--- src/rtl/ibex_xif_result_tx_if.sv ---
// XIF result-style valid/ready channel carrying one coprocessor result.
// Used both for the coprocessor-side input and the core-facing output.
interface ibex_xif_result_tx_if #(
    parameter int unsigned IdWidth = 4
) ();
    logic               valid;
    logic               ready;
    logic [IdWidth-1:0] id;
    logic [4:0]         rd;
    logic [31:0]        data;
    logic               we;
    logic               exc;

    modport master (
        output valid,
        output id,
        output rd,
        output data,
        output we,
        output exc,
        input  ready
    );

    modport slave (
        input  valid,
        input  id,
        input  rd,
        input  data,
        input  we,
        input  exc,
        output ready
    );
endinterface

--- src/rtl/ibex_xif_result_tx.sv ---
// In-order result buffer for the XIF result channel.
// Entries leave once their ID is committed (sent) or killed (dropped).
module ibex_xif_result_tx #(
    parameter int unsigned Depth   = 4,
    parameter int unsigned IdWidth = 4
) (
    input  logic                     clk_i,
    input  logic                     rst_i,
    ibex_xif_result_tx_if.slave      res,
    input  logic                     commit_valid_i,
    input  logic [IdWidth-1:0]       commit_id_i,
    input  logic                     commit_kill_i,
    ibex_xif_result_tx_if.master     result,
    output logic [$clog2(Depth):0]   count_o
);
    localparam int unsigned PtrW   = $clog2(Depth);
    localparam int unsigned CntW   = PtrW + 1;
    localparam int unsigned NumIds = 2 ** IdWidth;

    typedef struct packed {
        logic [IdWidth-1:0] id;
        logic [4:0]         rd;
        logic [31:0]        data;
        logic               we;
        logic               exc;
    } entry_t;

    typedef enum logic [1:0] {
        HeadEmpty,
        HeadWait,
        HeadPresent,
        HeadDrop
    } head_e;

    entry_t            mem_q [Depth];
    logic [PtrW-1:0]   wptr_q;
    logic [PtrW-1:0]   rptr_q;
    logic [CntW-1:0]   cnt_q;
    logic [NumIds-1:0] seen_q;
    logic [NumIds-1:0] seen_d;
    logic [NumIds-1:0] kill_q;
    logic [NumIds-1:0] kill_d;

    entry_t head;
    entry_t wr_entry;
    entry_t out;
    head_e  head_state;
    logic   empty;
    logic   full;
    logic   push;
    logic   pop;
    logic   xfer;
    logic   drop;
    logic   clr_same;
    logic   commit_ok;
    logic   id_inflight;

    function automatic logic [PtrW-1:0] slot_off(
        input logic [PtrW-1:0] slot,
        input logic [PtrW-1:0] rptr
    );
        slot_off = slot - rptr;
    endfunction

    assign empty     = (cnt_q == '0);
    assign full      = (cnt_q == CntW'(Depth));
    assign res.ready = ~full;
    assign push      = res.valid & ~full;
    assign head      = mem_q[rptr_q];
    assign count_o   = cnt_q;

    assign wr_entry.id   = res.id;
    assign wr_entry.rd   = res.rd;
    assign wr_entry.data = res.data;
    assign wr_entry.we   = res.we;
    assign wr_entry.exc  = res.exc;

    // Head disposition, derived from registered FIFO and status state only.
    always_comb begin
        head_state = HeadEmpty;
        unique case (1'b1)
            empty:
                head_state = HeadEmpty;
            !empty && !seen_q[head.id]:
                head_state = HeadWait;
            !empty && seen_q[head.id] && !kill_q[head.id]:
                head_state = HeadPresent;
            default:
                head_state = HeadDrop;
        endcase
    end

    assign xfer = (head_state == HeadPresent) & result.ready;
    assign drop = (head_state == HeadDrop);
    assign pop  = xfer | drop;

    assign clr_same  = pop & (head.id == commit_id_i);
    assign commit_ok = commit_valid_i & (~seen_q[commit_id_i] | clr_same);

    // A commit landing on the entry being retired re-arms it.
    always_comb begin
        seen_d = seen_q;
        kill_d = kill_q;
        if (pop) begin
            seen_d[head.id] = 1'b0;
            kill_d[head.id] = 1'b0;
        end
        if (commit_ok) begin
            seen_d[commit_id_i] = 1'b1;
            kill_d[commit_id_i] = commit_kill_i;
        end
    end

    always_ff @(posedge clk_i) begin
        if (rst_i) begin
            wptr_q <= '0;
            rptr_q <= '0;
            cnt_q  <= '0;
            seen_q <= '0;
            kill_q <= '0;
        end else begin
            if (push) begin
                wptr_q <= wptr_q + PtrW'(1);
            end
            if (pop) begin
                rptr_q <= rptr_q + PtrW'(1);
            end
            unique case ({push, pop})
                2'b10:   cnt_q <= cnt_q + CntW'(1);
                2'b01:   cnt_q <= cnt_q - CntW'(1);
                default: cnt_q <= cnt_q;
            endcase
            seen_q <= seen_d;
            kill_q <= kill_d;
        end
    end

    always_ff @(posedge clk_i) begin
        if (push && !rst_i) begin
            mem_q[wptr_q] <= wr_entry;
        end
    end

    assign result.valid = (head_state == HeadPresent);
    assign out          = result.valid ? head : '0;
    assign result.id    = out.id;
    assign result.rd    = out.rd;
    assign result.data  = out.data;
    assign result.we    = out.we;
    assign result.exc   = out.exc;

    always_comb begin
        id_inflight = 1'b0;
        for (int i = 0; i < Depth; i++) begin
            if (({1'b0, slot_off(PtrW'(i), rptr_q)} < cnt_q)
                && (mem_q[i].id == res.id)) begin
                id_inflight = 1'b1;
            end
        end
    end

    a_commit_dup: assert property (
        @(posedge clk_i) disable iff (rst_i)
        commit_valid_i |-> commit_ok
    );

    a_dup_inflight: assert property (
        @(posedge clk_i) disable iff (rst_i)
        push |-> !id_inflight
    );

    a_valid_stable: assert property (
        @(posedge clk_i) disable iff (rst_i)
        result.valid && !result.ready |=> result.valid && $stable(out)
    );
endmodule

--- src/flat_wrapper.sv ---
// flat-port wrapper written by rule: the top's interface ports become plain ports
module ibex_xif_result_tx_flat 
#(
    parameter int unsigned Depth   = 4,
    parameter int unsigned IdWidth = 4
)
  (clk_i, rst_i, commit_valid_i, commit_id_i, commit_kill_i, count_o, res_valid, res_id, res_rd, res_data, res_we, res_exc, res_ready, result_valid, result_id, result_rd, result_data, result_we, result_exc, result_ready);
  ibex_xif_result_tx_if #(.IdWidth(IdWidth)) res_i ();
  ibex_xif_result_tx_if #(.IdWidth(IdWidth)) result_i ();
  input  logic clk_i;
  input  logic rst_i;
  input  logic commit_valid_i;
  input  logic [IdWidth-1:0] commit_id_i;
  input  logic commit_kill_i;
  output logic [$clog2(Depth):0] count_o;
  input wire logic [$bits(res_i.valid)-1:0] res_valid;
  input wire logic [$bits(res_i.id)-1:0] res_id;
  input wire logic [$bits(res_i.rd)-1:0] res_rd;
  input wire logic [$bits(res_i.data)-1:0] res_data;
  input wire logic [$bits(res_i.we)-1:0] res_we;
  input wire logic [$bits(res_i.exc)-1:0] res_exc;
  output wire logic [$bits(res_i.ready)-1:0] res_ready;
  output wire logic [$bits(result_i.valid)-1:0] result_valid;
  output wire logic [$bits(result_i.id)-1:0] result_id;
  output wire logic [$bits(result_i.rd)-1:0] result_rd;
  output wire logic [$bits(result_i.data)-1:0] result_data;
  output wire logic [$bits(result_i.we)-1:0] result_we;
  output wire logic [$bits(result_i.exc)-1:0] result_exc;
  input wire logic [$bits(result_i.ready)-1:0] result_ready;
  assign res_i.valid = res_valid;
  assign res_i.id = res_id;
  assign res_i.rd = res_rd;
  assign res_i.data = res_data;
  assign res_i.we = res_we;
  assign res_i.exc = res_exc;
  assign res_ready = res_i.ready;
  assign result_valid = result_i.valid;
  assign result_id = result_i.id;
  assign result_rd = result_i.rd;
  assign result_data = result_i.data;
  assign result_we = result_i.we;
  assign result_exc = result_i.exc;
  assign result_i.ready = result_ready;
  ibex_xif_result_tx #(.Depth(Depth), .IdWidth(IdWidth)) u_core (.clk_i(clk_i), .rst_i(rst_i), .res(res_i), .commit_valid_i(commit_valid_i), .commit_id_i(commit_id_i), .commit_kill_i(commit_kill_i), .result(result_i), .count_o(count_o));
endmodule
--- config.mk ---
export PLATFORM = sky130hd
export DESIGN_NAME = ibex_xif_result_tx_flat
export DESIGN_NICKNAME = d
export VERILOG_FILES = /design/src/rtl/ibex_xif_result_tx_if.sv /design/src/rtl/ibex_xif_result_tx.sv /design/src/flat_wrapper.sv
export SDC_FILE = /design/constraint.sdc
export NUM_CORES = 1
export LEC_CHECK = 0
export ABC_AREA = 1
export BUFFER_PORTS_ARGS = -buffer_cell sky130_fd_sc_hd__buf_2
export CORE_MARGIN = 4
export CORE_UTILIZATION = 49
export DETAILED_ROUTE_END_ITERATION = 6
export PLACE_DENSITY = 0.68
export SYNTH_ARGS = -nofsm -noshare
export SYNTH_HDL_FRONTEND = slang
export SYNTH_SLANG_ARGS = --single-unit
--- constraint.sdc ---
create_clock -name clk_i -period 3.3 [get_ports clk_i]
set_input_delay 0.33 -clock clk_i [delete_from_list [all_inputs] [get_ports clk_i]]
set_output_delay 0.33 -clock clk_i [all_outputs]
set_load 0.01 [all_outputs]
==> results.py, run 1 <==
metrics = {
    "timing": {
        "fin_worst_skew_ps": 5.089,
        "hold_viol": 0,
        "final_max_slew_viol_count": 0,
        "finalSetupViolations": 0,
        "setup_slack_ps": 134.3,
        "fmax_mhz": 315.9,
        "finalCritPeriodShare": 0.9593,
        "slew_headroom": 0.5065,
        "worstMarginPinSlew_ps": 740.3,
        "period_minus_slack_ps": 3166,
        "rsz0062_at_grt": "yes",
    },
    "worst_setup_path": {
        "cp-end-kind": "primary output",
        "cp_data_arrival_time_ps": 2840,
        "cp-start-kind": "flop",
        "required_ps": 2970,
        "crit_type": "flop to primary output",
        "critPathMaxFanout": 44,
    },
    "logic_synthesis": {
        "synth_seq_cells": 213,
        "synth_ff_type": "edfxtp_1",
        "synth_compound_area_frac": 0.1267,
        "synth_nets": 968,
        "syn_inst": 909,
        "muxShareOfSynthArea": 0,
        "synthDistinctLibCells": 31,
        "synth_adder_area_share": 0.008898,
        "ys_seq_area_frac": 0.6450,
        "async_flop_share": 0,
        "yosys.area_share.simple": 0.1707,
        "ys_warn_count": 0,
        "synth_xor_area_frac": 0.002831,
        "syn_area_sq_um": 9280,
        "postSynthAreaPerCell_sq_um": 10.21,
        "synth_top_family_by_area": "simple AND/OR/NAND/NOR gates",
        "synth-edff-count": 172,
    },
    "final_layout": {
        "fin_cells": 1263,
        "fin_nets": 1072,
        "diodes": 0,
        "syn2layout_area_growth_pct": 17.65,
        "drive_gt1_frac": 0.1876,
        "n_fill_cell": 1579,
    },
    "floorplanning": {
        "num_rows": 50,
        "dieArea_sq_um": 21210,
        "core-area_sq_um": 18640,
        "die_h_microns": 145.6,
        "die_width_microns": 145.6,
        "ios": 101,
        "start_util": 0.4978,
    },
    "placed_design": {
        "gp_congestion": 0.9326,
        "post-dp-hpwl_microns": 14060,
        "port_buffers": 100,
        "dp_slack_ps": 359.4,
        "numPlacedInstances": 1221,
    },
    "pwr": {
        "p_leak_nw": 4.341,
        "power_mw": 7.774,
        "power_density_nw_per_um2": 712.0,
        "max-vdd-ir-drop_mv": 0.5098,
    },
    "detailed_routing": {
        "dr.pass1.iters": 5,
        "viasPerCell": 5.466,
        "num_vias": 6903,
        "drt-wirelength-per-cell_microns": 17.54,
        "antenna_left": 0,
        "wl_microns": 22150,
        "drt_first_iter_violations": 614,
        "drc": 0,
    },
    "status": {
        "outcome": "completed",
    },
    "global_routing": {
        "antenna_found_initial": 2,
        "grt_start_max_net_pins": 73,
        "grtUsageTotal": 0.2033,
        "grt_pass1_wl_microns": 35180,
        "grt_pass1_vias": 6698,
        "gr-total-overflow": 0,
    },
    "clock_tree": {
        "clockRootBuffer": "clkbuf_16",
        "cts.path.max_buffers": 3,
        "cts_buffers": 23,
        "clock_sinks": 213,
        "cts_tree": "yes",
        "clk_pin_slew_ps": 60,
        "h-tree-depth": 1,
        "insertion_delay_ps": 500,
        "cts_hold_buffers": 0,
    },
    "worst_hold_path": {
        "min_path_type": "input pin to flop",
        "worstHoldStart": "res_data[23]",
    },
    "job": {
        "maxCapViolations": 0,
    },
}
-- placed cells by master, fill, tap and decap left out, drive strengths merged --
master	n
a21boi	4
a21oi	113
a221oi	39
a31oi	3
buf	125
bufinv	2
clkbuf	27
clkinv	11
dfxtp	41
edfxtp	172
fa	1
ha	5
inv	59
nand2	284
nand3	35
nand3b	3
nand4	8
nor2	52
nor3	1
o21a	3
o21ai	35
o22ai	3
xor2	3
-- cell families after synthesis --
logic type,after synthesis
and+or+nand+nor,383
DFF,213
AOI/OAI and AO/OA,200
buffers and inverters,104
adders and majority gates,6
xor gates and xnor gates,3
-- cells in the mapped netlist, drive strengths merged, types with 4 or more instances --
master  number  area, sq um
a221oi      39        341.6
nand3       35        190.2
nand4        8        50.05
nor2        52        215.2
dfxtp       41        820.8
edfxtp     172         5165
nand2      284         1101
a21oi      113        569.3
inv         58        217.7
buf         18        102.6
ha           5        62.56
o21ai       35        175.2
clkbuf      28        105.1
a21boi       4        30.03
-- where the power goes --
| group | leakage, nW | switching, mW | total (mW) | internal, mW |
|---|---|---|---|---|
| combinational | 2.10 | 1.54 | 2.27 | 0.726 |
| sequential | 1.90 | 0.0623 | 3.10 | 3.04 |
| clock | 0.348 | 0.974 | 2.40 | 1.43 |
| total | 4.34 | 2.58 | 7.77 | 5.19 |
-- path summary, 6_finish.rpt --
kind | depth (start not counted) | end | slack [ps]
max | 13 | result_rd[3] | 130
min | 1 | u_core.mem_q[1][25] | 40
max reg2reg | 20 | u_core.count_o[2] | 340
min reg2reg | 2 | flop | 460
-- cell type report --
cell class                      count  area [sq um]  share of cell area
Clock inverter                     14         115.1             0.01054
Clock buffer                       27         590.6             0.05409
Inverter                           58         220.2             0.02017
Sequential cell                   213          5991              0.5487
Timing Repair Buffer              125         763.2             0.06991
Tap cell                          234         292.8             0.02682
Multi-Input combinational cell    592          2945              0.2698
-- per-layer routing --
layer	wire [microns]	GRT usage
met1	9673	0.2785
met2	10450	0.3300
met3	1371	0.03986
met4	640	0.06600
met5	14	0
-- metrics by stage --
stage               cell area [sq um]  hold WS (ps)  utilization  TNS [ps]
finish                          10920         35.88       0.5856         0
detailed placement              10160         452.2       0.5448         0
CTS                             10880         19.36       0.5834         0
global placement                10160         446.4       0.5448         0
floorplan                        9280         428.9            -         0
global route                    10920         25.86       0.5856    -295.6
-- critical path, stage by stage, from the launching register on --
cell and delay, ps:
dfxtp_4 420, buf_4 180, nand2_1 60, nand3_1 90, nand2_2 120, nand2_2 200, inv_1 100, nand2_1 70
nand3_1 120, nor2_4 160, nand2_2 70, buf_12 200, a221oi_1 320, buf_2 210
-- timing repair --
item / CTS / global route
resized for setup: 1 / 9
pin swaps: 1 / 0
setup buffers: 1 / 0
endpoints found under the setup margin: 29 / 40
-- registers in the layout, summed over array words and instances, names as in the netlist, named ones only --
signal          count
u_core.wptr_q       2
u_core.count_o      3
u_core.rptr_q       2
u_core.seen_q      16
u_core.mem_q      172
u_core.kill_q      16
Power figures use the tool's default switching activity.
==> run 2, diff against run 1 <==
- ABC_AREA: 1 -> unset
==> run 2 against run 1 <==
- the run now ends with setup timing left
- critical path depth is 3 lower
- design area up 2.7%
- cell count decreased by 23%
- clock power is 2% higher
- first-iteration DRC count decreased by 43%
- register-to-register slack worse by 390 ps
- worst hold slack worse by 15 ps
- clock skew grew 2.4 ps
- count of clock-buffer cells in the layout up 5
- non-clock buffer count is 13 higher
- largest power group unchanged
==> results.py, run 2 <==
metrics = {
    "status": {
        "outcome": "finished with violations",
        "violations": "setup timing",
    },
    "global_routing": {
        "grt_start_max_net_pins": 44,
        "grtUsageTotal": 0.1977,
        "grt_pass1_vias": 6024,
        "grt_pass1_wl_microns": 33330,
        "gr-total-overflow": 0,
        "antenna_found_initial": 1,
    },
    "final_layout": {
        "largest_register_ffs": 172,
        "regMostFlops": "u_core.mem_q",
        "largestRegisters": "u_core.mem_q: 172 flops, u_core.kill_q: 16 flops, u_core.seen_q: 16 flops",
        "syn2layout_area_growth_pct": 20.81,
        "fin_nets": 783,
        "final_common_cell": "edfxtp_1",
        "drive_gt1_frac": 0.3577,
        "final_cell_mix": "edfxtp_1, buf_2, mux4_2, dfxtp_1, and3_1",
        "fin_cells": 972,
        "diodes": 0,
        "post-route-util": 0.6015,
    },
    "worst_hold_path": {
        "min_path_type": "input pin to flop",
        "holdPathEnd": "u_core.mem_q[2][26]",
        "whs_path_depth": 1,
        "worstHoldStart": "res_data[24]",
    },
    "placed_design": {
        "dp_slack_ps": 32.94,
        "numPlacedInstances": 917,
        "gp_congestion": 0.8548,
        "post-dp-hpwl_microns": 13160,
        "port_buffers": 100,
    },
    "logic_synthesis": {
        "yosys.area.top_type_share": 0.5564,
        "synth-edff-count": 172,
        "synth_nets": 659,
        "yosysTopAreaCell": "edfxtp_1",
        "ys_seq_area_frac": 0.6448,
        "synthDistinctLibCells": 54,
        "synth_common_cells": "edfxtp_1, and3_1, mux4_2",
        "ys_warn_count": 0,
        "synth_ff_type": "edfxtp_1",
        "syn_area_sq_um": 9283,
        "postSynthAreaPerCell_sq_um": 15.47,
        "synth_seq_cells": 213,
        "async_flop_share": 0,
        "synth_area_leaders": "edfxtp_1, mux4_2, dfxtp_1, and3_1, mux2i_1",
        "synth_most_common_cell": "edfxtp_1",
        "syn_inst": 600,
    },
    "worst_setup_path": {
        "regToRegSetupSlack_ps": -50,
        "cp-start-kind": "flop",
        "r2r_cells": 13,
        "crit-reg2reg-capture": "u_core.count_o[2]",
        "crit_type": "flop to primary output",
        "cp-end-kind": "primary output",
        "critPathMaxFanout": 39,
        "cp_data_arrival_time_ps": 3120,
        "required_ps": 2970,
    },
    "floorplanning": {
        "dieArea_sq_um": 21210,
        "core-area_sq_um": 18640,
        "die_h_microns": 145.6,
        "die_width_microns": 145.6,
        "num_rows": 50,
        "ios": 101,
        "start_util": 0.4979,
    },
    "detailed_routing": {
        "wl_microns": 21470,
        "viasPerCell": 5.848,
        "num_vias": 5684,
        "antenna_left": 0,
        "drt_first_iter_violations": 353,
        "drt-wirelength-per-cell_microns": 22.09,
        "dr.pass1.iters": 6,
        "drc": 0,
    },
    "timing": {
        "rsz0062_at_grt": "yes",
        "fin_worst_skew_ps": 7.532,
        "hold_viol": 0,
        "slew_headroom": 0.5173,
        "fmax_mhz": 290.1,
        "finalCritPeriodShare": 1.045,
        "worstMarginPinSlew_ps": 724.1,
        "holdWs_ps": 20.87,
        "period_minus_slack_ps": 3447,
        "setup_slack_ps": -146.9,
        "final_max_slew_viol_count": 0,
        "finalSetupViolations": 45,
    },
    "clock_tree": {
        "clk_pin_slew_ps": 60,
        "h-tree-depth": 1,
        "clock_sinks": 213,
        "cts_tree": "yes",
        "cts.path.max_buffers": 3,
        "cts_buffers": 24,
        "insertion_delay_ps": 520,
        "clockRootBuffer": "clkbuf_16",
    },
    "pwr": {
        "p_leak_nw": 4.137,
        "power_mw": 7.682,
        "power_density_nw_per_um2": 685.0,
        "max-vdd-ir-drop_mv": 0.4913,
    },
    "job": {
        "maxCapViolations": 0,
    },
}
run 2: changes by cell type after synthesis, sizes merged, moves of 18 or more:
cell    change
nand2     -272
a21oi      -88
and3       +48
mux4       +47
a221oi     -39
inv        -33
nand3      -32
mux2i      +29
nor2       -24
and2       +18
o21ai      -18
run 2: worst max-delay path by stage:
stage / start / end / cells past startpoint
after CTS: flop / result_data[31] / 10
after detailed placement: flop / u_core.count_o[2] / 11
final: flop / result_data[3] / 10
after global placement: flop / u_core.count_o[2] / 11
after global routing: flop / result_data[19] / 10
after floorplan: flop / u_core.count_o[2] / 14
run 2: final cells by class:
cell class,count,area [sq um]
well taps,234,292.8
repair buffers,138,963.4
multi-input cells,322,3151
clock buffers,32,630.6
inverters,25,93.84
clock inverters,8,92.59
flip-flops and latches,213,5991
fillers,1411,7428
run 2: logic make-up after synthesis:
family / synth area share
buf+inv: 0.03302
simple gates: 0.08573
compound gates: 0.06726
flops: 0.6448
fa+ha+maj: 0.008896
mux: 0.1518
xor+xnor: 0.008492
run 2: critical path, cell delays in order, from the launching register on:
cell      delay (ps)
dfxtp_4          380
buf_4            120
mux4_2           580
buf_4            220
nor2_1           210
a211oi_2         120
o211ai_2         170
nand2_2          180
buf_12           200
and3_1           190
buf_4            150
run 2: stage by stage:
step                instance area, sq um  TNS [ps]
floorplan                           9329         0
global placement                   10130         0
detailed placement                 10130         0
finish                             11210     -4755
CTS                                11080     -4306
global route                       11210     -7396
run 2: where the power goes:
group / internal [mW] / total (mW) / leakage [nW] / switching [mW]
clock network: 1.42 / 2.45 / 0.344 / 1.03
logic: 0.969 / 2.12 / 1.90 / 1.15
registers: 3.05 / 3.11 / 1.90 / 0.0634
total: 5.44 / 7.68 / 4.14 / 2.24
run 2: routing by layer:
layer / GRT usage / vias up / part of all wire
met1: 0.2514 / 2900 / 0.39
met5: 0 / - / 0.00037
met3: 0.04485 / 40 / 0.059
li1: - / 2575 / -
met4: 0.05081 / 2 / 0.024
met2: 0.3459 / 167 / 0.53
run 2: what timing repair did:
action | in CTS | in global routing
hold endpoints to repair | 1 | 0
cloned | 2 | 1
buffers inserted | 12 | 2
pin swaps | 1 | 3
endpoints found under the setup margin | 45 | 45
resized for setup | 20 | 32
hold buffers | 1 | 0
==> run 3, diff against run 2 <==
- CAP_MARGIN: unset -> 10
- CORE_ASPECT_RATIO: unset -> 1.1
==> run 3 against run 2 <==
- the flow still finishes with violations (setup timing)
- total power is 0.41% higher
- design area rose by 2.9%
- cell count grew 1.7%
- worst hold slack improved by 29 ps
- global-route usage fell by 0.75 points
- maximum frequency increased by 3.4%
- via count is 0.23% higher
- register-to-register slack better by 30 ps
- setup slack gained 110 ps
- clock skew about the same
- highest routed layer unchanged
==> results.py, run 3 (synthesis results as in run 2) <==
metrics = {
    "global_routing": {
        "gr-total-overflow": 0,
        "antenna_found_initial": 2,
        "grt_start_max_net_pins": 44,
        "grt_pass1_vias": 5943,
        "grtUsageTotal": 0.1903,
        "grt_pass1_wl_microns": 32480,
    },
    "job": {
        "maxCapViolations": 0,
    },
    "floorplanning": {
        "die_width_microns": 139.2,
        "core-area_sq_um": 18480,
        "num_rows": 52,
        "die_h_microns": 152.4,
        "ios": 101,
        "dieArea_sq_um": 21210,
        "start_util": 0.5024,
    },
    "worst_setup_path": {
        "cp-start-kind": "flop",
        "regToRegSetupSlack_ps": -20,
        "path_cells": "mux4_2 -> mux2_4 -> o22ai_4 -> buf_6 -> nor3_4 -> a31oi_4 -> buf_12 -> buf_12 -> and3_4 -> buf_6",
        "required_ps": 2970,
        "max_stage_delay_ps": 600,
        "cp-end-kind": "primary output",
        "critPathSlowestCell": "mux4_2",
        "crit_type": "flop to primary output",
        "critPathMaxFanout": 6,
        "cp_data_arrival_time_ps": 3000,
    },
    "timing": {
        "rsz0062_at_grt": "yes",
        "setup_slack_ps": -34.67,
        "fmax_mhz": 299.9,
        "period_minus_slack_ps": 3335,
        "finalCritPeriodShare": 1.011,
        "worstMarginPinSlew_ps": 826.8,
        "fin_worst_skew_ps": 7.885,
        "finalSetupViolations": 28,
        "hold_viol": 0,
        "slew_headroom": 0.4445,
        "final_max_slew_viol_count": 0,
    },
    "final_layout": {
        "final_cell_mix": "edfxtp_1, buf_2, mux4_2, dfxtp_1, buf_4",
        "fin_nets": 792,
        "largest_register_ffs": 172,
        "fin_area_sq_um": 11540,
        "regMostFlops": "u_core.mem_q",
        "largestRegisters": "u_core.mem_q: 172 flops, u_core.kill_q: 16 flops, u_core.seen_q: 16 flops",
        "syn2layout_area_growth_pct": 24.37,
        "final_common_cell": "edfxtp_1",
        "diodes": 0,
        "drive_gt1_frac": 0.3995,
        "post-route-util": 0.6248,
    },
    "placed_design": {
        "placedInstanceArea_sq_um": 10150,
        "dp_slack_ps": 78.11,
        "gp_congestion": 0.8811,
        "port_buffers": 100,
        "post-dp-hpwl_microns": 12720,
    },
    "clock_tree": {
        "h-tree-depth": 1,
        "cts_tree": "yes",
        "cts_buffers": 21,
        "cts_hold_buffers": 0,
        "clockRootBuffer": "clkbuf_16",
        "clock_sinks": 213,
        "cts.path.max_buffers": 3,
        "insertion_delay_ps": 490,
        "clk_pin_slew_ps": 60,
    },
    "pwr": {
        "switchingPower_mw": 2.208,
        "max-vdd-ir-drop_mv": 0.5833,
        "intPower_mw": 5.506,
        "p_clk_frac": 0.276,
        "power_mw": 7.713,
        "p_leak_nw": 4.178,
        "power_density_nw_per_um2": 668.1,
        "switching_share": 0.2862,
        "comb_power_share": 0.321,
        "p_seq_frac": 0.403,
    },
    "detailed_routing": {
        "viasPerCell": 5.760,
        "wl_microns": 20800,
        "drt_first_iter_violations": 376,
        "drc": 0,
        "antenna_left": 0,
        "dr.pass1.iters": 5,
        "num_vias": 5697,
        "drt-wirelength-per-cell_microns": 21.04,
    },
    "status": {
        "outcome": "finished with violations",
        "violations": "setup timing",
    },
    "worst_hold_path": {
        "min_path_type": "input pin to flop",
    },
}
-- run 3: cell types whose count changed in the layout (fill, tap and decap cells not counted), sizes merged --
cell         delta
buf            +11
clkinvlp        -1
bufinv          -1
dlygate4sd3     -1
-- run 3: critical path: cells and delay by family, from the launching register on --
family	cells	cell delay (ps)
DFF	1	390
and+or+nand+nor	2	240
buffers and inverters	4	560
AOI/OAI and AO/OA	2	360
muxes	2	960
-- run 3: layer usage --
layer / track usage / up-vias / part of all wire
met2: 0.3160 / 169 / 0.50
met1: 0.2561 / 2895 / 0.42
met3: 0.03641 / 35 / 0.057
met4: 0.05871 / 4 / 0.022
met5: 0 / - / 0.0010
li1: - / 2594 / -
-- run 3: final timing paths --
kind / end / start / cells past startpoint
worst max-delay path: result_data[22] / flop / 10
worst min-delay path: u_core.mem_q[2][27] / res_data[25] / 1
worst max register to register: u_core.count_o[2] / flop / 13
worst min register to register: u_core.seen_q[0] / u_core.seen_q[0] / 2
-- run 3: power by group through the flow --
stage / clock network (mW) / registers [mW] / logic, mW
after floorplan: 0 / 3.15 / 1.20
after global routing: 2.31 / 3.12 / 2.64
after CTS: 2.18 / 3.11 / 2.15
final: 2.13 / 3.11 / 2.48
after detailed placement: 0 / 3.16 / 1.74
after global placement: 0 / 3.15 / 1.72
-- run 3: final cells by class --
class	count	area, sq um
Fill cell	1359	6933
Multi-Input combinational cell	322	3293
Inverter	25	93.84
Tap cell	243	304.0
Clock inverter	6	30.03
Sequential cell	213	5991
Clock buffer	30	579.3
Timing Repair Buffer	150	1254
-- run 3: through the flow --
| stage | cells | setup TNS [ps] | hold slack, ps |
|---|---|---|---|
| finish | 989 | -356.8 | 50.23 |
| CTS | 980 | -596.2 | 33.86 |
| detailed placement | 926 | 0 | 495.4 |
| global route | 989 | -4603 | 36.35 |
| global placement | 926 | 0 | 485.1 |
| floorplan | 600 | 0 | 428.9 |
-- run 3: what timing repair did --
item                                    4_1_cts  5_1_grt
resized for setup                            30       69
gates cloned                                  3        3
endpoints found under the hold margin         0        0
pin swaps                                     7       24
endpoints found under the setup margin       44       46
buffers inserted                             15        7
